[src/rtl/stepper_ctrl.sv]
// Stepper motor controller: synchronised step input, half/full/wave phase table, PWM current reference.
// Optional idle hold-current reduction enabled with `define STEPPER_HOLD_CURRENT_EN.
module stepper_ctrl #(
    parameter int               PWM_W       = 4,
    parameter int               POS_W       = 16,
    parameter int               SYNC_STAGES = 2,
    parameter int               HOLD_CYCLES = 1000000,
    parameter logic [PWM_W-1:0] HOLD_LEVEL  = PWM_W'(4)
) (
    input  logic                    clk,
    input  logic                    rst_n,
    input  logic                    step_pulse,
    input  logic                    direction,
    input  logic                    module_enable,
    input  logic [1:0]              mode,
    input  logic [PWM_W-1:0]        vref_level,
    input  logic                    pos_clear,
    output logic                    INA1,
    output logic                    INA2,
    output logic                    INB1,
    output logic                    INB2,
    output logic                    STANBY,
    output logic                    VREF_PWM,
    output logic signed [POS_W-1:0] position,
    output logic                    hold_active
);

    logic [SYNC_STAGES-1:0] sync_q, sync_d;
    logic                   edge_q, edge_d;
    logic [2:0]             idx_q, idx_d;
    logic [POS_W-1:0]       pos_q, pos_d;
    logic [PWM_W-1:0]       cnt_q, cnt_d;
    logic [3:0]             br_q, br_d;
    logic                   pwm_q, pwm_d;
    logic                   accept;
    logic [2:0]             delta;
    logic [PWM_W-1:0]       eff_level;
    logic                   hold;

    always_comb begin
        sync_d = {sync_q[SYNC_STAGES-2:0], step_pulse};
        edge_d = sync_q[SYNC_STAGES-1];
        accept = sync_q[SYNC_STAGES-1] & ~edge_q & module_enable;

        // Full-step lands on odd indices, wave on even; a mismatch realigns by one.
        unique case (mode)
            2'd1:    delta = idx_q[0] ? 3'd2 : 3'd1;
            2'd2:    delta = idx_q[0] ? 3'd1 : 3'd2;
            default: delta = 3'd1;
        endcase

        idx_d = idx_q;
        if (accept) begin
            idx_d = direction ? idx_q + delta : idx_q - delta;
        end

        pos_d = pos_q;
        if (pos_clear) begin
            pos_d = '0;
        end else if (accept) begin
            pos_d = direction ? pos_q + POS_W'(1) : pos_q - POS_W'(1);
        end

        br_d = 4'b0000;
        if (module_enable) begin
            unique case (idx_q)
                3'd0:    br_d = 4'b1000;
                3'd1:    br_d = 4'b1010;
                3'd2:    br_d = 4'b0010;
                3'd3:    br_d = 4'b0110;
                3'd4:    br_d = 4'b0100;
                3'd5:    br_d = 4'b0101;
                3'd6:    br_d = 4'b0001;
                default: br_d = 4'b1001;
            endcase
        end

        cnt_d = cnt_q + PWM_W'(1);
        pwm_d = (cnt_q < eff_level) & module_enable;
    end

    always_ff @(posedge clk or negedge rst_n) begin
        if (!rst_n) begin
            sync_q <= '0;
            edge_q <= 1'b0;
            idx_q  <= '0;
            pos_q  <= '0;
            cnt_q  <= '0;
            br_q   <= '0;
            pwm_q  <= 1'b0;
        end else begin
            sync_q <= sync_d;
            edge_q <= edge_d;
            idx_q  <= idx_d;
            pos_q  <= pos_d;
            cnt_q  <= cnt_d;
            br_q   <= br_d;
            pwm_q  <= pwm_d;
        end
    end

`ifdef STEPPER_HOLD_CURRENT_EN
    localparam int IDLE_W = $clog2(HOLD_CYCLES + 1);

    logic [IDLE_W-1:0] idle_q, idle_d;

    // Saturates at HOLD_CYCLES so hold stays asserted until the next step.
    always_comb begin
        hold   = (idle_q == IDLE_W'(HOLD_CYCLES));
        idle_d = idle_q;
        if (accept) begin
            idle_d = '0;
        end else if (!hold) begin
            idle_d = idle_q + IDLE_W'(1);
        end
        eff_level = (hold && (vref_level > HOLD_LEVEL)) ? HOLD_LEVEL : vref_level;
    end

    always_ff @(posedge clk or negedge rst_n) begin
        if (!rst_n) begin
            idle_q <= '0;
        end else begin
            idle_q <= idle_d;
        end
    end
`else
    logic unused_hold;

    assign hold        = 1'b0;
    assign eff_level   = vref_level;
    assign unused_hold = ^{HOLD_LEVEL, 32'(HOLD_CYCLES)};
`endif

    assign {INA1, INA2, INB1, INB2} = br_q;
    assign STANBY      = module_enable;
    assign VREF_PWM    = pwm_q;
    assign position    = pos_q;
    assign hold_active = hold;

endmodule

[config.mk]
export PLATFORM = sky130hd
export DESIGN_NAME = stepper_ctrl
export DESIGN_NICKNAME = d
export VERILOG_FILES = /design/src/rtl/stepper_ctrl.sv
export SDC_FILE = /design/constraint.sdc
export NUM_CORES = 1
export LEC_CHECK = 0
export BUFFER_PORTS_ARGS = -buffer_cell sky130_fd_sc_hd__buf_2
export CORE_MARGIN = 4
export CORE_UTILIZATION = 56
export CTS_CLUSTER_SIZE = 40
export DETAILED_ROUTE_END_ITERATION = 10
export PLACE_DENSITY = 0.79
export SETUP_SLACK_MARGIN = 0.02
export SLEW_MARGIN = 20
export SYNTH_ARGS = -nofsm -noshare
export SYNTH_HDL_FRONTEND = slang
export SYNTH_SLANG_ARGS = --single-unit
[constraint.sdc]
create_clock -name clk -period 3 [get_ports clk]
set_clock_uncertainty 0.1 [all_clocks]
set_input_delay 0.15 -clock clk [delete_from_list [all_inputs] [get_ports clk]]
set_output_delay 0.15 -clock clk [all_outputs]
set_load 0.02 [all_outputs]
### Word-level counts from Yosys, hierarchy flattened

Index checks and enable logic that the tools add are counted.

| storage, ports and cells | value |
|---|---|
| flip-flop bits (word level) | 31 |
| input bits | 12 |
| word-level logic and storage cells | 36 |

| cells by class | value |
|---|---|
| add/subtract/negate cells | 5 |
| magnitude comparators | 1 |
| equal/unequal tests | 8 |
| mux-type cells | 9 |
| bitwise gates (word level) | 4 |
| reductions and logical operators | 2 |

Operators by type and width:

| cell | count |
|---|---|
| $mux W16 | 3 |
| $pmux W4 S7 | 1 |
| $add A16 B1 Y16 const B | 1 |
| $sub A16 B1 Y16 const B | 1 |
| $eq A3 B3 Y1 const B | 3 |
| $eq A3 B2 Y1 const B | 2 |
| $add A4 B1 Y4 const B | 1 |
| $lt A4 B4 Y1 | 1 |
| $mux W2 | 2 |
| $mux W4 | 1 |
| $pmux W2 S2 | 1 |
| $add A3 B3 Y3 | 1 |
| $and A1 B1 Y1 | 3 |
| $eq A3 B1 Y1 const B | 1 |
| $logic_not A3 Y1 | 1 |
| $mux W3 | 1 |
| $sub A3 B3 Y3 | 1 |
| $eq A2 B1 Y1 const B | 1 |
| $eq A2 B2 Y1 const B | 1 |
| $reduce_bool A2 Y1 | 1 |
| $not A1 Y1 | 1 |

### Logic depth before layout (Yosys ltp)

| depth | value |
|---|---|
| depth in word-level cells | 5 |
| gate-level depth with buffers | 11 |

### Least setup slack after synthesis

Ideal clock, no wire load.

| path | value |
|---|---|
| path type | input to register |
| from | input direction |
| to | register pos_q[15], in the netlist position[15] |
| data arrival time | 2184 ps |
| required time | 2772 ps |
| slack | 588 ps |
| stages | 8 |
| buffers on the path | 0 |
| path through | inv_1 ha_1 a21o_1 a31o_1 a221o_1 a21oi_2 mux2i_1 mux2_1 |

| between the ends | value |
|---|---|
| longest elaborated chain between the ends | 3 |

RTL lines:

| what | line | source |
|---|---|---|
| from (decl) | 13 | `input logic direction,` |
| $mux W16 | 61 | `pos_d = direction ? pos_q + POS_W'(1) : pos_q - POS_W'(1);` |
| $mux W16 | 60 | `end else if (accept) begin` |
| $mux W16 | 58 | `if (pos_clear) begin` |
| to (signal assigned) | 95 | `pos_q <= pos_d;` |
| to (decl) | 31 | `logic [POS_W-1:0] pos_q, pos_d;` |

Every way passes these cells. The select of a mux whose other input is x is not followed.
A chain may end at the register's enable or synchronous reset.

### Worst setup path in the final report

| path | value |
|---|---|
| from | register idx_q[0] |
| to | register idx_q[2] |

| between the ends | value |
|---|---|
| longest elaborated chain between the ends | 4 |

RTL lines:

| what | line | source |
|---|---|---|
| from (decl) | 30 | `logic [2:0] idx_q, idx_d;` |
| from (signal assigned) | 94 | `idx_q <= idx_d;` |
| $mux W2, on equally long branches | 48, 47 |  |
| $pmux W2 S2 | 46 | `unique case (mode)` |
| $sub A3 B3 Y3 or $add A3 B3 Y3 (tied branches) | 54 | `idx_d = direction ? idx_q + delta : idx_q - delta;` |
| $mux W3 (*) | 54 |  |

Mark *: on every way between the ends. The rest lies on a longest branch, timed or not.

==> results.txt <==
The number of iterations in the first detailed-routing pass came out at 4. The post-synthesis sequential element count is 31. The total wire length is 4.27 mm. The switching power summed over all nets came out at 0.394 mW. The routed via count divided by cell count came out at 5.65. The most used flip-flop cell after synthesis is sky130_fd_sc_hd__dfrtp_1.

The total via count after detailed routing came out at 1734. The final HPWL from detailed placement is 3.03 mm. Data on the critical path arrives at its endpoint at 2.60 ns. For this design the ratio of total power to cell area is 494 nW/µm². For the pin with the worst max-slew slack, the measured transition is 0.695 ns. The data required time at the worst endpoint came out at 3.11 ns. The internal reg-to-reg setup slack is 0.52 ns. The mapped netlist covers 2100 µm².

The share of cells above drive strength 1 came out at 0.201. When the netlist entered floorplanning its net count stood at 258. The run finished with clean final reports. The post-synthesis cell type count is 49. Setup repair after global routing left no endpoint under its margin. The count of warnings emitted by yosys came out at 0. The startpoint identified for the worst register-to-register timing path is idx_q[0]$_DFFE_PN0P_. The total area inside the core boundary comes to 3630 µm². The worst supply voltage drop on vdd came out at 0.000323 V.

The die area is 4800 µm². 0 antenna diodes ended up in the layout. The cell count after synthesis came out at 222. The placer's final routability congestion estimate is 0.862.

The boundary pin count is 35. The sequential share of the synthesized area is 0.369. The most common cell in the synthesized netlist is sky130_fd_sc_hd__dfrtp_1. The part of the total power dissipated in the clock network is 0.314. The pin count of the biggest net entering global routing is 32. The starting density of the core came out at 0.579. In this run the critical register-to-register path is captured at idx_q[2]$_DFFE_PN0P_. The average cell area after synthesis is 9.47 µm². The clock net in this run drives a total of 31 sinks. The number of stages on the worst hold path is 2.

The number of enable flip-flop cells after synthesis is 0. The net count reported at finish came out at 294. Clock tree synthesis inserted a total of 5 buffers.

After clock tree synthesis, the setup repair step added 0 buffers. Internal power comes to 0.804 mW. The first global-routing pass estimated 7.71 mm of wire.

Of the total power, the share spent switching nets is 0.329. The clock latency on the worst-skew pair came out at 0.29 ns. The worst hold margin is 0.0775 ns. The row count came out at 22.

The width of the chip is 69.3 µm. The final instance count without filler cells is 307. The number of max-capacitance violations reported came out at 0. The remaining number of nets flagged by the antenna check after routing is 0. The power share of the sequential group came out at 0.425. The critical path is of the reg -> reg type. The number of global-route vias before repair is 1701. The worst hold path startpoint is module_enable.

The summed negative setup slack over all endpoints came out at 0 ns. Counting instances in the post-synthesis netlist gives the leading cell types as 31 x sky130_fd_sc_hd__dfrtp_1, 24 x sky130_fd_sc_hd__nand2_1, 22 x sky130_fd_sc_hd__ha_1, 18 x sky130_fd_sc_hd__a21oi_1. Summed over all cells, the static leakage comes to 1.25 nW. In this run, post-CTS repair resized a total of 0 instances. The per-cell routed wire length is 13.9 µm.

The fraction of synthesized cell area taken by the top area cell type is 0.369. The number of I/O port buffers is 33. The cell type with the largest total area after synthesis is sky130_fd_sc_hd__dfrtp_1. After detailed placement, the design holds a cell count of 297. TritonCTS built the clock tree. The maximum level of the CTS H-tree came out at 2. The relative slew slack is 0.537.

Clock-pin slew was measured on the worst setup and hold paths at 0.06 ns. The overall track demand over capacity in global routing is 0.196. The classification of the worst-slack hold path is in -> reg. The maximum fanout count along the critical path came out at 8. In this run, post-CTS hold repair placed 2 buffers. The post-route clock period utilization is 0.827. The type of element capturing the critical path is a flip-flop. For this run, the top clock speed supported by timing is 403 MHz. After synthesis, the cell types taking the most area are sky130_fd_sc_hd__dfrtp_1 37%, sky130_fd_sc_hd__ha_1 13%, sky130_fd_sc_hd__xnor2_1 5.0%. No sink is reached through more buffers than the 2 on the longest clock path. The share of synthesized registers carrying an async set or reset came out at 1.00. The portion of total power attributed to combinational logic is 0.261. The starting DRC count in detailed routing came out at 70. From synthesis to final layout, the design area changed by 15.3%.

The max-slew violation count came to 0. For hold timing, the worst endpoint is br_q[2]$_DFF_PN0_. The number of endpoints failing setup at the final stage came out at 0.

The floorplan step set the die height to 69.3 µm. The sum of overflow across all layers after global routing is 0. The post-detailed-route DRC marker count is 0. The number of antenna violations at the first check in global routing came out at 0.

The master cell of the clock root buffer is sky130_fd_sc_hd__clkbuf_8. STA classifies the critical path startpoint as a flip-flop. The depth of the most critical reg-to-reg path is 8. The final count of hold timing violations is 0. The time the final worst path needs with I/O delays and setup came out at 2.48 ns. The utilization of the core after routing is 0.667.
## routing by layer
layer / routed length, µm / share of wire / GRT usage
met1: 2050 / 0.48 / 0.264
met2: 1890 / 0.44 / 0.308
met3: 252 / 0.059 / 0.0464
met4: 75 / 0.018 / 0.0694
met5: 0 / 0 / 0
## critical path, stage by stage (launching register included)
cell and delay [ns]:
sky130_fd_sc_hd__dfrtp_1 0.47, sky130_fd_sc_hd__mux2i_1 0.14, sky130_fd_sc_hd__or2_2 0.29, sky130_fd_sc_hd__ha_1 0.28, sky130_fd_sc_hd__a21oi_1 0.08, sky130_fd_sc_hd__fa_1 0.44
sky130_fd_sc_hd__or3_1 0.36, sky130_fd_sc_hd__nand3_1 0.12, sky130_fd_sc_hd__xnor2_1 0.12
## placed cells by master, fill, tap and decap left out, types with 3 or more instances in the layout
cell / n
sky130_fd_sc_hd__buf_4: 3
sky130_fd_sc_hd__dfrtp_1: 31
sky130_fd_sc_hd__o21ai_0: 12
sky130_fd_sc_hd__ha_1: 22
sky130_fd_sc_hd__a211oi_1: 3
sky130_fd_sc_hd__nand3_1: 8
sky130_fd_sc_hd__buf_2: 33
sky130_fd_sc_hd__nor2b_1: 3
sky130_fd_sc_hd__nand3b_1: 6
sky130_fd_sc_hd__a21o_1: 5
sky130_fd_sc_hd__a21oi_1: 18
sky130_fd_sc_hd__xor2_1: 4
sky130_fd_sc_hd__inv_1: 12
sky130_fd_sc_hd__nand2_1: 24
sky130_fd_sc_hd__clkbuf_8: 7
sky130_fd_sc_hd__xnor2_1: 12
sky130_fd_sc_hd__nor2_1: 10
sky130_fd_sc_hd__and2_1: 4
## kinds of logic (layout without fill, tap and decap cells)
group / after synthesis / count (layout) / share of synthesized area
and+or+nand+nor: 66 / 66 / 0.161
other: 1 / 1 / 0.00178
AOI/OAI and AO/OA: 60 / 60 / 0.192
adders and majority gates: 24 / 24 / 0.150
muxes: 3 / 3 / 0.0149
DFF: 31 / 31 / 0.369
xor gates and xnor gates: 16 / 16 / 0.0666
buffers and inverters: 21 / 58 / 0.0452
## through the flow
| stage | worst slack [ns] | total power [mW] | area [µm²] |
|---|---|---|---|
| floorplan | 0.588 | 0.743 | 2100 |
| global placement | 0.335 | 0.820 | 2300 |
| detailed placement | 0.293 | 0.828 | 2300 |
| CTS | 0.502 | 1.21 | 2420 |
| global route | 0.346 | 1.28 | 2420 |
| finish | 0.518 | 1.20 | 2420 |
## power groups by stage
| stage | logic [mW] | clock network [mW] | registers [mW] |
|---|---|---|---|
| after floorplan | 0.197 | 0 | 0.546 |
| after global placement | 0.305 | 0 | 0.516 |
| after detailed placement | 0.311 | 0 | 0.517 |
| after CTS | 0.315 | 0.386 | 0.509 |
| after global routing | 0.365 | 0.399 | 0.521 |
| final | 0.313 | 0.377 | 0.509 |
## flip-flops by register name, indices dropped and copies added, names as in the netlist
name and flops:
idx_q 3, edge_q 1, VREF_PWM 1, cnt_q 4, sync_q 2, position 16
br_q 4
## area by class of cell
class,instances,area (µm²)
multi-input combinational,170,1230
sequential,31,776
clock buffer,7,96.3
fill,320,1210
inverter,12,45.0
clock inverter,1,7.51
timing repair buffer,38,208
tap,48,60.1
## worst max path at each step
stage	startpoint	to	slack [ns]	depth (start not counted)
3_3_place_gp	direction	position[15]$_DFFE_PN0P_	0.34	9
3_5_place_dp	direction	position[15]$_DFFE_PN0P_	0.29	9
2_1_floorplan	direction	position[15]$_DFFE_PN0P_	0.59	8
5_1_grt	idx_q[0]$_DFFE_PN0P_	idx_q[2]$_DFFE_PN0P_	0.35	8
6_report	idx_q[0]$_DFFE_PN0P_	idx_q[2]$_DFFE_PN0P_	0.52	8
4_1_cts	idx_q[0]$_DFFE_PN0P_	idx_q[2]$_DFFE_PN0P_	0.50	8
(Power assumes the default switching activity.)
